File: config.mk
export PLATFORM = sky130hd
export DESIGN_NAME = run_monitor
export DESIGN_NICKNAME = d
export VERILOG_FILES = /design/src/rtl/run_monitor.sv
export SDC_FILE = /design/constraint.sdc
export NUM_CORES = 1
export LEC_CHECK = 0
export BUFFER_PORTS_ARGS = -buffer_cell sky130_fd_sc_hd__clkbuf_2
export CORE_UTILIZATION = 48
export DETAILED_ROUTE_END_ITERATION = 7
export GPL_ROUTABILITY_DRIVEN = 1
export PLACE_DENSITY = 0.77
export SYNTH_ARGS = -nofsm -noshare
export SYNTH_HDL_FRONTEND = slang
export SYNTH_SLANG_ARGS = --single-unit
File: constraint.sdc
create_clock -name clk_i -period 2.65 [get_ports clk_i]
set_input_delay 0.6625 -clock clk_i [delete_from_list [all_inputs] [get_ports clk_i]]
set_output_delay 0.6625 -clock clk_i [all_outputs]
set_load 0.01 [all_outputs]
File: src/rtl/run_monitor.sv
// run_monitor
//   Execution monitor for the PseudoCPU top level. Gates the core run enable,
//   counts RUN cycles and fetches, and ends a run on the first of three events:
//   a fetch from HALT_ADDR, a self-loop of STALL_LIMIT identical fetches, or a
//   watchdog timeout. One cycle after a run ends, NCH result channels are
//   snapshotted.
//
//   Ports
//     clk_i       clock, rising edge
//     rst_ni      synchronous reset, active low
//     start_i     start a run; only honoured in IDLE or DONE
//     pc_i        core fetch address
//     pc_valid_i  a fetch happens this cycle
//     data_i      result channels, ch0 in the LSBs
//     cpu_run_o   core run enable, high exactly in RUN
//     busy_o      high in RUN and CAPTURE
//     done_o      high in DONE
//     status_o    00 none, 01 halt, 10 loop, 11 timeout
//     cycles_o    cycles spent in RUN (saturating)
//     fetches_o   pc_valid cycles during RUN (saturating)
//     result_o    snapshot of data_i taken in CAPTURE
module run_monitor #(
  parameter int ADDR_W      = 8,
  parameter int DATA_W      = 32,
  parameter int NCH         = 2,
  parameter int HALT_ADDR   = 9,
  parameter int STALL_LIMIT = 4,
  parameter int TIMEOUT     = 1000,
  parameter int CNT_W       = 16
) (
  input  logic                  clk_i,
  input  logic                  rst_ni,
  input  logic                  start_i,
  input  logic [ADDR_W-1:0]     pc_i,
  input  logic                  pc_valid_i,
  input  logic [NCH*DATA_W-1:0] data_i,
  output logic                  cpu_run_o,
  output logic                  busy_o,
  output logic                  done_o,
  output logic [1:0]            status_o,
  output logic [CNT_W-1:0]      cycles_o,
  output logic [CNT_W-1:0]      fetches_o,
  output logic [NCH*DATA_W-1:0] result_o
);

  typedef enum logic [1:0] {
    ST_IDLE    = 2'd0,
    ST_RUN     = 2'd1,
    ST_CAPTURE = 2'd2,
    ST_DONE    = 2'd3
  } state_e;

  localparam logic [1:0] STAT_NONE = 2'b00;
  localparam logic [1:0] STAT_HALT = 2'b01;
  localparam logic [1:0] STAT_LOOP = 2'b10;
  localparam logic [1:0] STAT_TOUT = 2'b11;

  // Increment that sticks at all-ones instead of wrapping.
  function automatic logic [CNT_W-1:0] sat_inc(input logic [CNT_W-1:0] v);
    if (v == {CNT_W{1'b1}}) begin
      return v;
    end else begin
      return v + {{(CNT_W-1){1'b0}}, 1'b1};
    end
  endfunction

  state_e                  state_q;
  logic                    cpu_run_q, busy_q, done_q;
  logic [1:0]              status_q;
  logic [CNT_W-1:0]        cycles_q, fetches_q, stall_q;
  logic [ADDR_W-1:0]       last_pc_q;
  logic                    last_pc_vld_q;
  logic [NCH*DATA_W-1:0]   result_q;

  logic [CNT_W-1:0]        cycles_d, fetches_d, stall_d;
  logic                    same_pc_s, halt_s, loop_s, tout_s;
  logic [1:0]              term_code_s;

  // Next counter values and terminate detection for the current RUN cycle.
  always_comb begin
    cycles_d    = sat_inc(cycles_q);
    fetches_d   = sat_inc(fetches_q);
    // last_pc is invalid right after RUN entry so the first fetch never stalls.
    same_pc_s   = last_pc_vld_q && (pc_i == last_pc_q);
    stall_d     = same_pc_s ? sat_inc(stall_q) : {{(CNT_W-1){1'b0}}, 1'b1};
    halt_s      = pc_valid_i && (pc_i == ADDR_W'(HALT_ADDR));
    loop_s      = pc_valid_i && same_pc_s && (stall_d == CNT_W'(STALL_LIMIT));
    tout_s      = (cycles_d == CNT_W'(TIMEOUT));
    term_code_s = STAT_NONE;
    if (halt_s) begin
      term_code_s = STAT_HALT;
    end else if (loop_s) begin
      term_code_s = STAT_LOOP;
    end else if (tout_s) begin
      term_code_s = STAT_TOUT;
    end else begin
      term_code_s = STAT_NONE;
    end
  end

  // Run-control FSM with all outputs registered.
  always_ff @(posedge clk_i) begin
    if (!rst_ni) begin
      state_q       <= ST_IDLE;
      cpu_run_q     <= 1'b0;
      busy_q        <= 1'b0;
      done_q        <= 1'b0;
      status_q      <= STAT_NONE;
      cycles_q      <= {CNT_W{1'b0}};
      fetches_q     <= {CNT_W{1'b0}};
      stall_q       <= {CNT_W{1'b0}};
      last_pc_q     <= {ADDR_W{1'b0}};
      last_pc_vld_q <= 1'b0;
      result_q      <= {(NCH*DATA_W){1'b0}};
    end else begin
      case (state_q)
        ST_IDLE, ST_DONE: begin
          if (start_i) begin
            // Fresh run: clear run statistics, keep the old result.
            state_q       <= ST_RUN;
            cpu_run_q     <= 1'b1;
            busy_q        <= 1'b1;
            done_q        <= 1'b0;
            status_q      <= STAT_NONE;
            cycles_q      <= {CNT_W{1'b0}};
            fetches_q     <= {CNT_W{1'b0}};
            stall_q       <= {CNT_W{1'b0}};
            last_pc_vld_q <= 1'b0;
          end else begin
            state_q <= state_q;
          end
        end
        ST_RUN: begin
          // The terminating cycle itself is still counted.
          cycles_q <= cycles_d;
          if (pc_valid_i) begin
            fetches_q     <= fetches_d;
            stall_q       <= stall_d;
            last_pc_q     <= pc_i;
            last_pc_vld_q <= 1'b1;
          end else begin
            fetches_q <= fetches_q;
          end
          if (term_code_s != STAT_NONE) begin
            state_q   <= ST_CAPTURE;
            cpu_run_q <= 1'b0;
            status_q  <= term_code_s;
          end else begin
            state_q <= ST_RUN;
          end
        end
        ST_CAPTURE: begin
          state_q  <= ST_DONE;
          busy_q   <= 1'b0;
          done_q   <= 1'b1;
          result_q <= data_i;
        end
        default: begin
          state_q   <= ST_IDLE;
          cpu_run_q <= 1'b0;
          busy_q    <= 1'b0;
          done_q    <= 1'b0;
        end
      endcase
    end
  end

  assign cpu_run_o = cpu_run_q;
  assign busy_o    = busy_q;
  assign done_o    = done_q;
  assign status_o  = status_q;
  assign cycles_o  = cycles_q;
  assign fetches_o = fetches_q;
  assign result_o  = result_q;

endmodule

# Word level (Yosys, flattened, before mapping)
# Index checks and enable logic that the tools add are counted.
# totals
reg_bits	128
input_bits	76
word_cells	70
# op_classes
addsub	3
eq_ne	14
mux	27
n_reduce_logical	15
# op_table
op	n
two-way mux 16 bit	7
case mux 16 bit (2 select lines)	3
adder 16 x 1 -> 16 bit (second input constant)	3
== test 16 bit (second input constant)	3
== test 16 x 10 -> 1 bit (second input constant)	1
== test 16 x 3 -> 1 bit (second input constant)	1
two-way mux 2 bit	7
== test 8 x 4 -> 1 bit (second input constant)	1
== test 8 bit	1
inequality test 2 bit (second input constant)	4
case mux 1 bit (2 select lines)	4
case mux 2 bit (3 select lines)	1
AND reduction 2 bit	3
AND reduction 3 bit	2
nonzero test 2 bit	3
== test 2 bit (second input constant)	2
logical AND 1 bit	4
two-way mux 1 bit	4
case mux 2 bit (2 select lines)	1
AND reduction 4 bit	1
== test 2 x 1 -> 1 bit (second input constant)	1
logical NOT 2 bit	1
OR reduction 2 bit	1

# Depth between registers and ports, before layout
# Gate-level depths: netlist of run 1.
# logic_depth
depth_word	10
ltp_mapped	12
ltp_nobuf	10

# Least setup slack after synthesis of run 1
# OpenSTA, ideal clock, no wires.
# synth_path
path_type	reg-to-reg
startpoint	register cycles_q[0] (netlist: cycles_o[0])
endpoint	register status_q[0] (netlist: status_o[0])
setup_time_ps	118
t_arrival_ps	2686
required_time_ps	2532
setup_slack_ps	-154
stages_incl_launch_ff	12
n_path_buf	2
period_less_slack_ps	2804
cell_sequence	dfxtp_1 -> ha_1 -> clkbuf_1 -> nand3_1 -> clkbuf_1 -> nor4_1 -> mux2_2 -> nor4_1 -> nand4_1 -> and3_1 -> a21oi_1 -> o2bb2ai_1
# synth_between
elab_chain_len	9
word_cells_on_any_way	12
classes_between	1 x add/sub; 3 x eq/ne; 6 x mux; 2 x reduce/logical
# synth_lines
element	line_no	source
from (decl)	70	logic [CNT_W-1:0] cycles_q, fetches_q, stall_q;
from (signal assigned)	109	cycles_q <= {CNT_W{1'b0}};
from (signal assigned)	125	cycles_q <= {CNT_W{1'b0}};
from (signal assigned)	135	cycles_q <= cycles_d;
adder 16 x 1 -> 16 bit or == test 16 bit (tied branches)	63, 60	
two-way mux 16 bit *	60	if (v == {CNT_W{1'b1}}) begin
== test 16 x 10 -> 1 bit *	88	tout_s = (cycles_d == CNT_W'(TIMEOUT));
two-way mux 2 bit *	94	end else if (tout_s) begin
two-way mux 2 bit *	92	end else if (loop_s) begin
two-way mux 2 bit *	90	if (halt_s) begin
nonzero test 2 bit	144	if (term_code_s != STAT_NONE) begin
inequality test 2 bit (no line)	-	
AND reduction 3 bit (no line)	-	
to (signal assigned)	147	status_q <= term_code_s;
to (decl)	69	logic [1:0] status_q;
# Mark *: on every way between the ends. The rest lies on a longest branch, timed or not. The select of a mux whose other input is x is not followed.
# A chain may end at the register's enable or synchronous reset.

# Worst setup path after layout of run 1
# layout_path
startpoint	register stall_q[1]
endpoint	register cpu_run_q (netlist: cpu_run_o)
# layout_between
elab_chain_len	10
word_cells_on_any_way	11
classes_between	1 x add/sub; 3 x eq/ne; 4 x mux; 3 x reduce/logical
# layout_lines
element	line_no	source
from (decl)	70	
from (signal assigned)	111	stall_q <= {CNT_W{1'b0}};
from (signal assigned)	127	stall_q <= {CNT_W{1'b0}};
from (signal assigned)	138	stall_q <= stall_d;
adder 16 x 1 -> 16 bit or == test 16 bit (tied branches)	63, 60	
two-way mux 16 bit *	60	
two-way mux 16 bit *	85	stall_d = same_pc_s ? sat_inc(stall_q) : {{(CNT_W-1){1'b0}}, 1'b1};
== test 16 x 3 -> 1 bit *	87	loop_s = pc_valid_i && same_pc_s && (stall_d == CNT_W'(STALL_LIMIT));
logical AND 1 bit *	87	
two-way mux 2 bit *	92	
two-way mux 2 bit *	90	
nonzero test 2 bit *	144	
inequality test 2 bit (no line) *	-	
AND reduction 3 bit (no line) *	-	
to (signal assigned)	105	cpu_run_q <= 1'b0;
to (signal assigned)	146	cpu_run_q <= 1'b0;
to (signal assigned)	160	cpu_run_q <= 1'b0;
to (decl)	68	logic cpu_run_q, busy_q, done_q;
# Mark *: on every way between the ends. The rest lies on a longest branch, timed or not.

==> results of run 1 <==
==> registers in the layout, summed over array words and instances, names as in the netlist <==
signal         cells
cpu_run_o          1
status_o           2
last_pc_q          8
last_pc_vld_q      1
busy_o             1
cycles_o          16
done_o             1
stall_q           16
state_q            2
result_o          64
fetches_o         16
==> area by class of cell <==
class,count,area [um^2]
fill,1082,4370
multi-input combinational,535,3610
sequential,128,2570
timing repair buffer,239,1370
clock buffer,17,425
tap,172,215
clock inverter,15,185
inverter,10,37.5
==> stage by stage <==
stage	power [mW]	setup TNS, ns	hold WS [ns]	cell area [um^2]
after global routing	6.51	-0.0239	0.485	8400
after detailed placement	3.81	-0.130	0.444	7730
final	6.16	0	0.452	8400
after global placement	3.78	-0.0840	0.441	7730
after CTS	6.21	0	0.451	8350
after floorplan	3.22	0	0.455	6350
==> synthesized netlist by cell type (2+ instances only) <==
cell | n | share of area (%)
sky130_fd_sc_hd__a22oi_1 | 6 | 0.71
sky130_fd_sc_hd__o2bb2ai_1 | 2 | 0.28
sky130_fd_sc_hd__buf_2 | 8 | 0.63
sky130_fd_sc_hd__o311ai_0 | 3 | 0.41
sky130_fd_sc_hd__nor3_1 | 12 | 0.95
sky130_fd_sc_hd__nor2b_1 | 77 | 7.6
sky130_fd_sc_hd__o21ai_1 | 2 | 0.16
sky130_fd_sc_hd__buf_4 | 3 | 0.36
sky130_fd_sc_hd__nor2_1 | 33 | 2.0
sky130_fd_sc_hd__nand2_1 | 56 | 3.3
sky130_fd_sc_hd__or3_1 | 10 | 0.99
sky130_fd_sc_hd__xnor2_1 | 13 | 1.8
sky130_fd_sc_hd__mux2_2 | 3 | 0.53
sky130_fd_sc_hd__nor3b_1 | 4 | 0.47
sky130_fd_sc_hd__a41oi_1 | 4 | 0.55
sky130_fd_sc_hd__o31ai_1 | 2 | 0.24
sky130_fd_sc_hd__and3b_1 | 4 | 0.55
sky130_fd_sc_hd__and3_1 | 7 | 0.69
sky130_fd_sc_hd__o21a_1 | 4 | 0.47
sky130_fd_sc_hd__nand4_1 | 23 | 2.3
sky130_fd_sc_hd__a21o_1 | 2 | 0.24
sky130_fd_sc_hd__nand4b_1 | 2 | 0.28
sky130_fd_sc_hd__clkbuf_1 | 35 | 2.1
sky130_fd_sc_hd__o211a_1 | 3 | 0.47
sky130_fd_sc_hd__nor4b_1 | 2 | 0.28
sky130_fd_sc_hd__a31oi_1 | 7 | 0.69
sky130_fd_sc_hd__ha_1 | 5 | 0.99
sky130_fd_sc_hd__and2_1 | 6 | 0.59
sky130_fd_sc_hd__or2_2 | 2 | 0.20
sky130_fd_sc_hd__nand2b_1 | 4 | 0.39
sky130_fd_sc_hd__a21boi_0 | 17 | 2.0
sky130_fd_sc_hd__mux2i_1 | 65 | 10
sky130_fd_sc_hd__o21ai_0 | 31 | 2.4
sky130_fd_sc_hd__nand3_1 | 35 | 2.8
sky130_fd_sc_hd__inv_1 | 10 | 0.59
sky130_fd_sc_hd__or4_1 | 3 | 0.36
sky130_fd_sc_hd__nor4_1 | 10 | 0.99
sky130_fd_sc_hd__buf_1 | 7 | 0.41
sky130_fd_sc_hd__and4_1 | 9 | 1.2
sky130_fd_sc_hd__dfxtp_1 | 128 | 40
sky130_fd_sc_hd__xor2_1 | 14 | 1.9
sky130_fd_sc_hd__a21oi_1 | 36 | 2.8
sky130_fd_sc_hd__a311o_1 | 2 | 0.32
==> cell usage in the layout (no fill, tap or decap), types with 4 or more instances in the layout <==
cell type                   count
sky130_fd_sc_hd__clkbuf_2     176
sky130_fd_sc_hd__a31oi_1        6
sky130_fd_sc_hd__nand3_1       35
sky130_fd_sc_hd__a21oi_1       36
sky130_fd_sc_hd__o21a_1         4
sky130_fd_sc_hd__nor2b_1       77
sky130_fd_sc_hd__and3_1         6
sky130_fd_sc_hd__dfxtp_1      125
sky130_fd_sc_hd__nand4_1       23
sky130_fd_sc_hd__clkinv_4       4
sky130_fd_sc_hd__nor4_1         6
sky130_fd_sc_hd__a21boi_0      17
sky130_fd_sc_hd__and4_1         7
sky130_fd_sc_hd__inv_6          4
sky130_fd_sc_hd__clkbuf_16     17
sky130_fd_sc_hd__inv_1         10
sky130_fd_sc_hd__nor3b_1        4
sky130_fd_sc_hd__nor3_1        12
sky130_fd_sc_hd__mux2i_1       65
sky130_fd_sc_hd__or3_1         10
sky130_fd_sc_hd__xnor2_1       13
sky130_fd_sc_hd__xor2_1        14
sky130_fd_sc_hd__buf_4         62
sky130_fd_sc_hd__o21ai_0       31
sky130_fd_sc_hd__and3b_1        4
sky130_fd_sc_hd__and2_1         6
sky130_fd_sc_hd__a41oi_1        4
sky130_fd_sc_hd__nand2_1       56
sky130_fd_sc_hd__nand2b_1       4
sky130_fd_sc_hd__a22oi_1        6
sky130_fd_sc_hd__nor2_1        32
sky130_fd_sc_hd__ha_1           4
==> how the worst max path moves through the flow <==
stage                             start  cells after the start                       end  slack (ns)
4_1_cts         stall_q[1]$_SDFFE_PN0P_                      9    cpu_run_o$_SDFFE_PN0P_        0.07
2_1_floorplan  cycles_o[1]$_SDFFE_PN0P_                     11  status_o[0]$_SDFFE_PN0P_        0.02
3_5_place_dp                    pc_i[5]                      9    cpu_run_o$_SDFFE_PN0P_       -0.08
6_report        stall_q[1]$_SDFFE_PN0P_                      9    cpu_run_o$_SDFFE_PN0P_        0.09
5_1_grt         stall_q[1]$_SDFFE_PN0P_                      9    cpu_run_o$_SDFFE_PN0P_       -0.02
3_3_place_gp                    pc_i[6]                      9    cpu_run_o$_SDFFE_PN0P_       -0.08
==> cells by family after synthesis <==
group / synth area share, %
flip-flops: 40.4
AO/OA/AOI/OAI: 13.4
AND/OR/NAND/NOR: 26.6
adder cells (fa/ha/maj): 0.987
buffers and inverters: 4.06
multiplexers: 10.8
XOR/XNOR: 3.73
==> layer usage <==
| metal | GRT usage (%) | routed length, um | vias to the layer above |
|---|---|---|---|
| met5 | 0 | 0 | - |
| met2 | 39.8 | 7830 | 207 |
| li1 | - | - | 3004 |
| met3 | 5.97 | 1130 | 21 |
| met4 | 9.28 | 189 | 0 |
| met1 | 28.5 | 7070 | 2750 |
==> worst reg2reg max path, cell delays in order, from the launching register on <==
cell and delay [ns]:
sky130_fd_sc_hd__dfxtp_1 0.36, sky130_fd_sc_hd__buf_4 0.14, sky130_fd_sc_hd__nand4_1 0.19, sky130_fd_sc_hd__o41ai_2 0.38, sky130_fd_sc_hd__nand3_1 0.16, sky130_fd_sc_hd__nor3_1 0.21
sky130_fd_sc_hd__a41oi_1 0.16, sky130_fd_sc_hd__or4_4 0.48, sky130_fd_sc_hd__and3_4 0.21, sky130_fd_sc_hd__o21a_1 0.16
==> power groups by stage <==
stage / Combinational, mW / Clock, mW / Sequential (mW)
6_report: 1.50 / 2.39 / 2.27
5_1_grt: 1.67 / 2.54 / 2.30
4_1_cts: 1.50 / 2.44 / 2.27
3_5_place_dp: 1.50 / 0 / 2.31
3_3_place_gp: 1.48 / 0 / 2.30
2_1_floorplan: 0.824 / 0 / 2.39
==> repair_timing <==
item | in CTS | in global routing
pin swaps | 0 | 4
endpoints found under the setup margin | 1 | 4
gates cloned | 0 | 0
resized for setup | 4 | 12
==> parameters.txt, run 1 <==
Parameter                              Value

Status
  Outcome ... complete, no violations

Worst setup path
  Family with the most delay on the worst path ... simple AND/OR/NAND/NOR gates
  Reg2reg end ... cpu_run_o$_SDFFE_PN0P_
  Setup crit end kind ... register
  Worst path arrival time ... 2.87 ns
  Cell Chain, Critical Path ... buf_4, nand4_1, o41ai_2, nand3_1, nor3_1, a41oi_1, or4_4, and3_4, o21a_1
  Largest stage delay, worst path ... 0.48 ns
  Data required, critical path ... 2.96 ns
  Sum of buffers and inverters on the critical path ... 1
  Kind of critical path ... reg -> reg
  Reg-to-reg critical path startpoint ... stall_q[1]$_SDFFE_PN0P_
  Largest fanout of any net on the critical path ... 6
  CP startpoint kind ... register
  Register-to-register setup slack ... 0.09 ns
  Length in cells of the worst reg-to-reg path ... 9
  Crit path max-delay cell type ... sky130_fd_sc_hd__or4_4

Floorplanning
  Initial standard-cell utilization of the core ... 49.6%
  Area of the die ... 13,700 um^2
  Chip width ... 117 um
  DIE HEIGHT ... 117 um
  Core area ... 12,800 um^2
  Number of top-level pins ... 177
  Standard-cell row count ... 41

Timing
  Fmax achieved ... 390 MHz
  Number of endpoints failing setup at the final stage ... 0
  Count of final max-slew check failures ... 0
  Worst-case headroom to the max-slew limit ... 31.4%
  Final Hold Fails ... 0
  Measured slew at the worst slew-check pin ... 1.02 ns
  Final worst-path setup slack ... 0.0875 ns
  Setup Skew ... 0.0114 ns
  Minimum clock period ... 2.56 ns
  Final critical-path share of the clock period ... 96.7%

Routing
  Detailed-route via count ... 5,982
  Drt initial violations ... 324
  Final antenna-violating net count ... 0
  Routed WL ... 16,200 um
  Number of DRC violations after detailed routing ... 0
  TritonRoute pass-1 iters ... 5
  Final routed wire length divided by cell count ... 14.5 um
  Average via count per standard cell ... 5.36

Power and ir drop
  Switching power ... 1.88 mW
  Power per Cell Area ... 733 nW/um^2
  Cell leakage power ... 3.36 nW
  Sequential fraction of design power ... 36.8%
  Clock share of power ... 38.8%
  Portion of total power attributed to combinational logic ... 24.3%
  Worst supply voltage drop on vdd ... 0.000485 V
  Cell-internal power ... 4.28 mW
  Switching Fraction ... 30.6%

Final layout
  Syn-to-layout area delta ... 32.5%
  Final net count ... 1,012
  Filler-free cell count of the finished design ... 1,116
  Util after Layout ... 65.8%
  Share of post-route cells with drive strength above 1 ... 31.4%
  Number of antenna diodes ... 0

Clocking
  Maximum clock path buffer count ... 2
  # hold bufs at CTS ... 0
  Setup repair bufs after CTS ... 0
  Deepest level of the CTS H-tree ... 4
  TritonCTS clock tree ... built
  CTS root buf ... sky130_fd_sc_hd__clkbuf_16
  Number of buffers added by the clock tree synthesis step ... 17
  Worst-Skew Late Latency ... 0.42 ns
  Clock-pin slew of the registers on the worst-case setup and hold paths ... 0.06 ns
  Num Clock Sinks ... 128

Yosys
  Number of register bits inferred by synthesis ... 128
  Fraction of the yosys area taken by sequential cells ... 40.4%
  Fraction of synthesis flops using an asynchronous set or reset pin ... 0%
  Main synth FF type ... sky130_fd_sc_hd__dfxtp_1
  Count of unique library cells instantiated by Yosys ... 58
  Total number of yosys warnings ... 0
  Post-synth design cell area ... 6340 um^2
  Synth Area per Inst ... 8.73 um^2
  Cell count after synthesis ... 726
  Synthesized Nets ... 807
  Count of flip-flops with a built-in enable after synthesis ... 0

Placed design
  Worst Setup Slack post-DPL ... -0.0767 ns
  Port Buf Inserts ... 176
  Inst Count DP ... 1,084
  Global placer's final weighted congestion ... 0.939
  DPL Wire Length ... 11,700 um

Global route
  Total track usage ... 23.5%
  Via count of the first global-routing pass ... 5,205
  Largest net degree at the start of global routing ... 59
  Number of antenna violations at the first check in global routing ... 0
  Global-route wire length before repair ... 25,100 um
  Gr ovfl total ... 0

Worst hold path
  Min-Delay Startpoint ... status_o[0]$_SDFFE_PN0P_
  Number of cells on the worst hold path ... 2
  Hold Crit Endpoint ... status_o[0]$_SDFFE_PN0P_
  Type of the tightest min-delay check ... reg -> reg

Flow run
  Number of maximum-capacitance constraint violations ... 0
Note: power is estimated with default switching activity, not from simulation.
==> inputs of run 2 (changes only) <==
--- a/config.mk
+++ b/config.mk
@@ -6,6 +6,7 @@
 export NUM_CORES = 1
 export LEC_CHECK = 0
 export BUFFER_PORTS_ARGS = -buffer_cell sky130_fd_sc_hd__clkbuf_2
+export CORE_MARGIN = 3
 export CORE_UTILIZATION = 48
 export DETAILED_ROUTE_END_ITERATION = 7
 export GPL_ROUTABILITY_DRIVEN = 1
==> run 2 against run 1 <==
  * Power is 1.4% lower
  * Sequential share of layout area increased by 0.16 points
  * Routed wire length grew 3.3%
==> parameters.txt, run 2 (synthesis gave the netlist of run 1 again) <==
Parameter                              Value

Clocking
  TritonCTS clock tree ... built
  Clock-pin slew of the registers on the worst-case setup and hold paths ... 0.05 ns (about the same)
  # hold bufs at CTS ... 0 (unchanged)
  Worst-Skew Late Latency ... 0.41 ns (about the same)
  Deepest level of the CTS H-tree ... 4 (unchanged)
  CTS root buf ... sky130_fd_sc_hd__clkbuf_16
  Num Clock Sinks ... 128 (unchanged)
  Number of buffers added by the clock tree synthesis step ... 17 (unchanged)
  Maximum clock path buffer count ... 2 (unchanged)

Timing
  Final critical-path share of the clock period ... 95.8% (-0.88 points)
  Worst-case headroom to the max-slew limit ... 57.9% (+27 points)
  Measured slew at the worst slew-check pin ... 0.632 ns (-0.391 ns)
  Minimum clock period ... 2.54 ns (-0.0234 ns)
  Setup TNS ... 0 ns (unchanged)
  Fmax achieved ... 394 MHz (+0.92%)
  Number of endpoints failing setup at the final stage ... 0 (unchanged)
  Count of final max-slew check failures ... 0 (unchanged)
  Final Hold Fails ... 0 (unchanged)
  Setup Skew ... 0.00841 ns (-0.00294 ns)

Routing
  Routed WL ... 16,700 um (+3.3%)
  Detailed-route via count ... 6,056 (+1.2%)
  Final antenna-violating net count ... 0 (unchanged)
  Drt initial violations ... 383 (+18%)
  Number of DRC violations after detailed routing ... 0 (unchanged)
  Final routed wire length divided by cell count ... 15.0 um (+3.4%)
  Average via count per standard cell ... 5.43 (+1.3%)
  TritonRoute pass-1 iters ... 5 (unchanged)

Floorplanning
  Area of the die ... 14,600 um^2 (+7.0%)
  Chip width ... 121 um (+3.4%)
  Core area ... 12,800 um^2 (unchanged)
  Initial standard-cell utilization of the core ... 49.6% (unchanged)
  DIE HEIGHT ... 121 um (+3.4%)
  Standard-cell row count ... 41 (unchanged)
  Number of top-level pins ... 177 (unchanged)

Flow run
  Number of maximum-capacitance constraint violations ... 0 (unchanged)

Global route
  Total track usage ... 22.7% (-0.75 points)
  Number of antenna violations at the first check in global routing ... 0 (unchanged)
  Via count of the first global-routing pass ... 5,556 (+6.7%)
  Largest net degree at the start of global routing ... 62 (+5.1%)
  Gr ovfl total ... 0 (unchanged)
  Global-route wire length before repair ... 27,200 um (+8.5%)

Placed design
  Port Buf Inserts ... 176 (unchanged)
  Instance area at placement ... 7720 um^2 (-0.13%)
  DPL Wire Length ... 12,100 um (+3.2%)
  Inst Count DP ... 1,081 (-0.28%)
  Global placer's final weighted congestion ... 1.01 (+7.8%)

Worst hold path
  Min-Delay Startpoint ... last_pc_q[3]$_SDFFE_PN0P_
  Number of cells on the worst hold path ... 2 (unchanged)
  Type of the tightest min-delay check ... reg -> reg
  Hold Crit Endpoint ... last_pc_q[3]$_SDFFE_PN0P_

Worst setup path
  Length in cells of the worst reg-to-reg path ... 8 (-1)
  Setup crit end kind ... register
  Reg-to-reg critical path startpoint ... cycles_o[9]$_SDFFE_PN0P_
  Launch point of the worst path ... cycles_o[9]$_SDFFE_PN0P_
  Cell Chain, Critical Path ... nand4_1, nor4_4, mux2_2, nor4_1, nand4_1, buf_4, and3_4, o21a_1
  Kind of critical path ... reg -> reg
  Most Frequent Cell on Critical Path ... sky130_fd_sc_hd__nand4_1
  Sum of buffers and inverters on the critical path ... 1 (unchanged)
  Data required, critical path ... 2.95 ns (about the same)
  CP startpoint kind ... register
  Largest stage delay, worst path ... 0.38 ns (-0.10 ns)
  Register-to-register setup slack ... 0.11 ns (+0.02 ns)
  Family with the most delay on the worst path ... simple AND/OR/NAND/NOR gates
  Largest fanout of any net on the critical path ... 4 (-2)
  Crit path max-delay cell type ... sky130_fd_sc_hd__mux2_2
  Reg2reg end ... cpu_run_o$_SDFFE_PN0P_
  Worst path arrival time ... 2.84 ns (-0.03 ns)

Power and ir drop
  Total power draw ... 6.07 mW (-1.4%)
  Power per Cell Area ... 726 nW/um^2 (-0.89%)
  Cell leakage power ... 3.33 nW (-0.91%)
  Worst supply voltage drop on vdd ... 0.000619 V (+28%)

Final layout
  Filler-free cell count of the finished design ... 1,115 (-0.090%)
  Number of antenna diodes ... 0 (unchanged)
  Final instance area ... 8360 um^2 (-0.51%)
  Filler cell count in the final layout ... 1,055 (-2.5%)
  Final net count ... 1,011 (-0.099%)
  Syn-to-layout area delta ... 31.8%
  Top library cells by usage in the layout, fill and taps aside ... 176 x sky130_fd_sc_hd__clkbuf_2, 125 x sky130_fd_sc_hd__dfxtp_1, 77 x sky130_fd_sc_hd__nor2b_1, 65 x sky130_fd_sc_hd__mux2i_1, 60 x sky130_fd_sc_hd__buf_4
  Max reg flops ... 64 (unchanged)
  Share of post-route cells with drive strength above 1 ... 30.5% (-0.82 points)
  Leading cell type in the layout, fill and taps excluded ... sky130_fd_sc_hd__clkbuf_2

Status
  Outcome ... complete, no violations
[run 2: through the flow]
stage | hold WS (ns) | utilization (%) | worst slack, ns
floorplan | 0.455 | - | 0.0197
global placement | 0.470 | 60.4 | -0.0613
detailed placement | 0.473 | 60.4 | -0.107
CTS | 0.480 | 65.1 | 0.00713
global route | 0.505 | 65.4 | -0.0366
finish | 0.476 | 65.4 | 0.111
[run 2: worst max path at each step]
| stage | to | slack, ns | cells past startpoint |
|---|---|---|---|
| detailed placement | cpu_run_o$_SDFFE_PN0P_ | -0.11 | 9 |
| global placement | cpu_run_o$_SDFFE_PN0P_ | -0.06 | 9 |
| floorplan | status_o[0]$_SDFFE_PN0P_ | 0.02 | 11 |
| CTS | cpu_run_o$_SDFFE_PN0P_ | 0.007 | 9 |
| finish | cpu_run_o$_SDFFE_PN0P_ | 0.11 | 8 |
| global route | status_o[0]$_SDFFE_PN0P_ | -0.04 | 10 |
[run 2: repair_timing]
| item | 4_1_cts | 5_1_grt |
|---|---|---|
| setup buffers | 0 | 2 |
| hold endpoints to repair | 0 | 0 |
| resized for setup | 0 | 8 |
| setup endpoints to repair | 0 | 5 |
[run 2: report_power, final]
group          total (mW)  internal [mW]  switching, mW
combinational        1.51          0.641          0.864
clock                2.30           1.48          0.818
sequential           2.27           2.15          0.125
total                6.07           4.27           1.81
[run 2: worst reg2reg max path: cells and delay by family, from the launching register on]
family          cells  cell delay [ns]
simple gates        5             1.35
mux                 1             0.38
flops               1             0.34
buf+inv             1             0.20
compound gates      1             0.16
[run 2: routing by layer]
layer / GRT usage, % / wire, um / vias to the layer above
li1: - / - / 3007
met1: 29.7 / 7350 / 2788
met2: 36.3 / 7810 / 239
met3: 5.78 / 1360 / 22
met4: 8.43 / 229 / 0
met5: 0 / 0 / -
[run 2: cell type report]
type	instances	area, um^2	share of cell area (%)
Clock buffer	23	488	5.84
Clock inverter	9	106	1.27
Inverter	10	37.5	0.449
Multi-Input combinational cell	535	3570	42.8
Sequential cell	128	2570	30.7
Tap cell	172	215	2.57
Timing Repair Buffer	238	1370	16.4
==> inputs of run 3 (changes only) <==
--- a/config.mk
+++ b/config.mk
@@ -5,12 +5,13 @@
 export SDC_FILE = /design/constraint.sdc
 export NUM_CORES = 1
 export LEC_CHECK = 0
+export ABC_AREA = 1
 export BUFFER_PORTS_ARGS = -buffer_cell sky130_fd_sc_hd__clkbuf_2
 export CORE_MARGIN = 3
-export CORE_UTILIZATION = 48
+export CORE_UTILIZATION = 47
 export DETAILED_ROUTE_END_ITERATION = 7
 export GPL_ROUTABILITY_DRIVEN = 1
-export PLACE_DENSITY = 0.77
+export PLACE_DENSITY = 0.76
 export SYNTH_ARGS = -nofsm -noshare
 export SYNTH_HDL_FRONTEND = slang
 export SYNTH_SLANG_ARGS = --single-unit
==> run 3 against run 2 <==
  * Non-clock buffer count is 50 lower
  * Synthesized area is 3.9% lower
  * Fmax is 4.2% higher
  * Worst setup slack better by 0.10 ns
  * Die area is 1.8% lower
  * Utilization is 3.1 points lower
  * Power is 26% lower
  * Worst hold slack worse by 0.020 ns
  * Clock power is 3% lower
  * Sequential power is 14% lower
  * Critical path type unchanged
  * Largest power group unchanged
==> parameters.txt, run 3 <==
Parameter                              Value

Worst setup path
  Reg2reg end ... status_o[1]$_SDFFE_PN0P_
  Setup crit end kind ... register
  Reg-to-reg critical path startpoint ... stall_q[0]$_SDFFE_PN0P_
  Sum of buffers and inverters on the critical path ... 0 (-1)
  Register-to-register setup slack ... 0.21 ns (+0.10 ns)
  Crit path max-delay cell type ... sky130_fd_sc_hd__dfxtp_1
  Data required, critical path ... 2.94 ns (about the same)
  Kind of critical path ... reg -> reg
  Length in cells of the worst reg-to-reg path ... 16 (+8)
  Most Frequent Cell on Critical Path ... sky130_fd_sc_hd__nand2_1
  Launch point of the worst path ... stall_q[0]$_SDFFE_PN0P_
  Family with the most delay on the worst path ... simple AND/OR/NAND/NOR gates
  CP Depth ... 16 (+8)
  Cell Chain, Critical Path ... ha_1, nand2_2, nor2_4, nand2_2, nor2_4, nand3_1, nand2_1, nand3_1, nor2_1, nand2_1, nor2_2, nand2_2, nand4_1, nand2_1, nand2_1, a21oi_1
  CP startpoint kind ... register
  Worst path arrival time ... 2.72 ns (-0.12 ns)
  Setup crit end ... status_o[1]$_SDFFE_PN0P_
  Largest fanout of any net on the critical path ... 5 (+1)
  Largest stage delay, worst path ... 0.41 ns (+0.03 ns)

Yosys
  Number of register bits inferred by synthesis ... 128 (unchanged)
  Synth Area per Inst ... 6.80 um^2 (-22%)
  Xor and xnor area share after synthesis ... 1.73% (-2.0 points)
  Largest cells by area after synthesis ... sky130_fd_sc_hd__dfxtp_1 42%, sky130_fd_sc_hd__nor2_1 11%, sky130_fd_sc_hd__nand2_1 11%, sky130_fd_sc_hd__o21ai_0 6.9%, sky130_fd_sc_hd__inv_1 5.0%
  Cell type with the largest total area after synthesis ... sky130_fd_sc_hd__dfxtp_1
  Total number of yosys warnings ... 0 (unchanged)
  Cell count after synthesis ... 896 (+23%)
  Synthesized Nets ... 977 (+21%)
  Fraction of synthesis flops using an asynchronous set or reset pin ... 0% (unchanged)
  Complex-gate fraction of the synthesized area ... 13.1% (-0.23 points)
  Commonest cells in the synthesized netlist ... 183 x sky130_fd_sc_hd__nor2_1, 182 x sky130_fd_sc_hd__nand2_1, 128 x sky130_fd_sc_hd__dfxtp_1
  Share of synthesized cell area in full adder, half adder and majority cells ... 1.03% (+0.041 points)
  Post-synth design cell area ... 6090 um^2 (-3.9%)
  Main synth FF type ... sky130_fd_sc_hd__dfxtp_1
  Share of synthesized area spent on multiplexers ... 0% (-11 points)
  Simple logic cell fraction of the synthesized area ... 34.0% (+7.3 points)
  Dominant combinational cell family by area after synthesis ... simple AND/OR/NAND/NOR gates
  Count of flip-flops with a built-in enable after synthesis ... 0 (unchanged)
  Post-synth top area share ... 42.1% (+1.7 points)
  Most used standard cell by instance count after synthesis ... sky130_fd_sc_hd__nor2_1
  Count of unique library cells instantiated by Yosys ... 41 (-29%)
  Fraction of the yosys area taken by sequential cells ... 42.1% (+1.7 points)

Clocking
  Num Clock Sinks ... 128 (unchanged)
  Worst-Skew Late Latency ... 0.42 ns (about the same)
  # hold bufs at CTS ... 0 (unchanged)
  Number of buffers added by the clock tree synthesis step ... 17 (unchanged)
  Maximum clock path buffer count ... 2 (unchanged)
  CTS root buf ... sky130_fd_sc_hd__clkbuf_16
  Clock-pin slew of the registers on the worst-case setup and hold paths ... 0.06 ns (about the same)
  Deepest level of the CTS H-tree ... 4 (unchanged)
  TritonCTS clock tree ... built

Routing
  Final antenna-violating net count ... 0 (unchanged)
  Final routed wire length divided by cell count ... 13.2 um (-12%)
  Routed WL ... 16,500 um (-1.6%)
  Detailed-route via count ... 6,227 (+2.8%)
  TritonRoute pass-1 iters ... 5 (unchanged)
  Average via count per standard cell ... 4.99 (-8.1%)
  Number of DRC violations after detailed routing ... 0 (unchanged)
  Drt initial violations ... 480 (+25%)

Floorplanning
  Area of the die ... 14,400 um^2 (-1.8%)
  Chip width ... 120 um (-0.91%)
  Number of top-level pins ... 177 (unchanged)
  Core area ... 12,400 um^2 (-3.2%)
  Standard-cell row count ... 40 (-2.4%)
  DIE HEIGHT ... 120 um (-0.91%)
  Initial standard-cell utilization of the core ... 49.3% (-0.37 points)

Placed design
  Port Buf Inserts ... 176 (unchanged)
  Inst Count DP ... 1,215 (+12%)
  Worst Setup Slack post-DPL ... 0.155 ns (+0.262 ns)
  Global placer's final weighted congestion ... 0.869 (-14%)
  DPL Wire Length ... 11,400 um (-5.7%)

Final layout
  Share of post-route cells with drive strength above 1 ... 24.6% (-6.0 points)
  Max reg flops ... 64 (unchanged)
  Syn-to-layout area delta ... 26.6%
  Util after Layout ... 62.4% (-3.1 points)
  Final net count ... 1,149 (+14%)
  Number of antenna diodes ... 0 (unchanged)
  Top library cells by usage in the layout, fill and taps aside ... 183 x sky130_fd_sc_hd__nor2_1, 182 x sky130_fd_sc_hd__nand2_1, 176 x sky130_fd_sc_hd__clkbuf_2, 128 x sky130_fd_sc_hd__dfxtp_1, 84 x sky130_fd_sc_hd__o21ai_0
  Filler-free cell count of the finished design ... 1,247 (+12%)
  Leading cell type in the layout, fill and taps excluded ... sky130_fd_sc_hd__nor2_1

Global route
  Largest net degree at the start of global routing ... 73 (+18%)
  Number of antenna violations at the first check in global routing ... 0 (unchanged)
  Gr ovfl total ... 0 (unchanged)
  Via count of the first global-routing pass ... 5,881 (+5.8%)
  Total track usage ... 23.1% (+0.43 points)
  Global-route wire length before repair ... 27,200 um (-0.23%)

Timing
  Final worst-path setup slack ... 0.214 ns (+0.103 ns)
  Worst-case headroom to the max-slew limit ... 59.7% (+1.8 points)
  Final critical-path share of the clock period ... 91.9% (-3.9 points)
  Final Hold Fails ... 0 (unchanged)
  Setup TNS ... 0 ns (unchanged)
  Fmax achieved ... 411 MHz (+4.2%)
  Minimum clock period ... 2.44 ns (-0.103 ns)
  RSZ-0062 raised after global routing ... false
  Measured slew at the worst slew-check pin ... 0.605 ns (-0.0265 ns)
  Number of endpoints failing setup at the final stage ... 0 (unchanged)
  Setup Skew ... 0.00924 ns (+0.000832 ns)
  Count of final max-slew check failures ... 0 (unchanged)

Power and ir drop
  Cell leakage power ... 3.66 nW (+9.8%)
  Power per Cell Area ... 583 nW/um^2 (-20%)
  Total power draw ... 4.49 mW (-26%)
  Worst supply voltage drop on vdd ... 0.000417 V (-33%)

Worst hold path
  Type of the tightest min-delay check ... in -> reg

Flow run
  Number of maximum-capacitance constraint violations ... 0 (unchanged)

Status
  Outcome ... complete, no violations
[run 3: cell count changes after synthesis, moves of 10 or more]
cell                       previous run  this run
sky130_fd_sc_hd__nand2_1             56       182
sky130_fd_sc_hd__a21oi_1             36        56
sky130_fd_sc_hd__nor2_2               0        15
sky130_fd_sc_hd__nor2_1              33       183
sky130_fd_sc_hd__mux2i_1             65         0
sky130_fd_sc_hd__inv_1               10        81
sky130_fd_sc_hd__o21ai_0             31        84
sky130_fd_sc_hd__nand3_1             35        47
sky130_fd_sc_hd__a21boi_0            17         0
sky130_fd_sc_hd__nor2b_1             77         0
sky130_fd_sc_hd__or3_1               10         0
[run 3: through the flow]
step	cell area, um^2	hold WS, ns
floorplan	6090	0.444
global placement	7120	0.454
detailed placement	7120	0.462
CTS	7680	0.447
global route	7710	0.449
finish	7710	0.456
[run 3: routing by layer]
layer  global-route usage, %  vias to the layer above  part of all wire, %
li1                        -                     3213                    -
met1                    28.2                     2786                   43
met2                    37.3                      205                   47
met3                    8.72                       23                  8.3
met4                    8.66                        0                  1.8
met5                       0                        -                    0
[run 3: repair_timing]
item / CTS / global route
setup buffers: 0 / 1
gates resized for setup: 0 / 2
endpoints found under the setup margin: 0 / 4
[run 3: final cells by class]
class,instances,area (um^2)
multi-input combinational,645,3060
inverter,88,330
clock inverter,9,111
sequential,128,2560
timing repair buffer,188,983
fill,1158,4650
tap,168,210
clock buffer,21,450
[run 3: worst min path at each step]
| stage | to | slack (ns) | from | cells past startpoint |
|---|---|---|---|---|
| floorplan | last_pc_q[2]$_SDFFE_PN0P_ | 0.44 | last_pc_q[2]$_SDFFE_PN0P_ | 2 |
| global placement | status_o[1]$_SDFFE_PN0P_ | 0.45 | status_o[1]$_SDFFE_PN0P_ | 2 |
| detailed placement | cpu_run_o$_SDFFE_PN0P_ | 0.46 | cpu_run_o$_SDFFE_PN0P_ | 2 |
| CTS | result_o[32]$_SDFFE_PN0P_ | 0.45 | data_i[32] | 3 |
| global route | result_o[32]$_SDFFE_PN0P_ | 0.45 | data_i[32] | 3 |
| finish | result_o[32]$_SDFFE_PN0P_ | 0.46 | data_i[32] | 3 |
[run 3: logic make-up after synthesis]
family,after synthesis
fa+ha+maj,5
buf+inv,124
xor+xnor,12
flops,128
compound gates,152
simple gates,475
[run 3: worst reg2reg max path: cells and delay by family (launching register included)]
kind / cells / cell delay [ns]
flip-flops: 1 / 0.41
AO/OA/AOI/OAI: 1 / 0.05
adder cells (fa/ha/maj): 1 / 0.26
AND/OR/NAND/NOR: 14 / 1.60
[run 3: power breakdown]
group | internal (mW) | switching, mW
combinational | 0.109 | 0.177
sequential | 1.95 | 0.0172
clock | 1.40 | 0.846
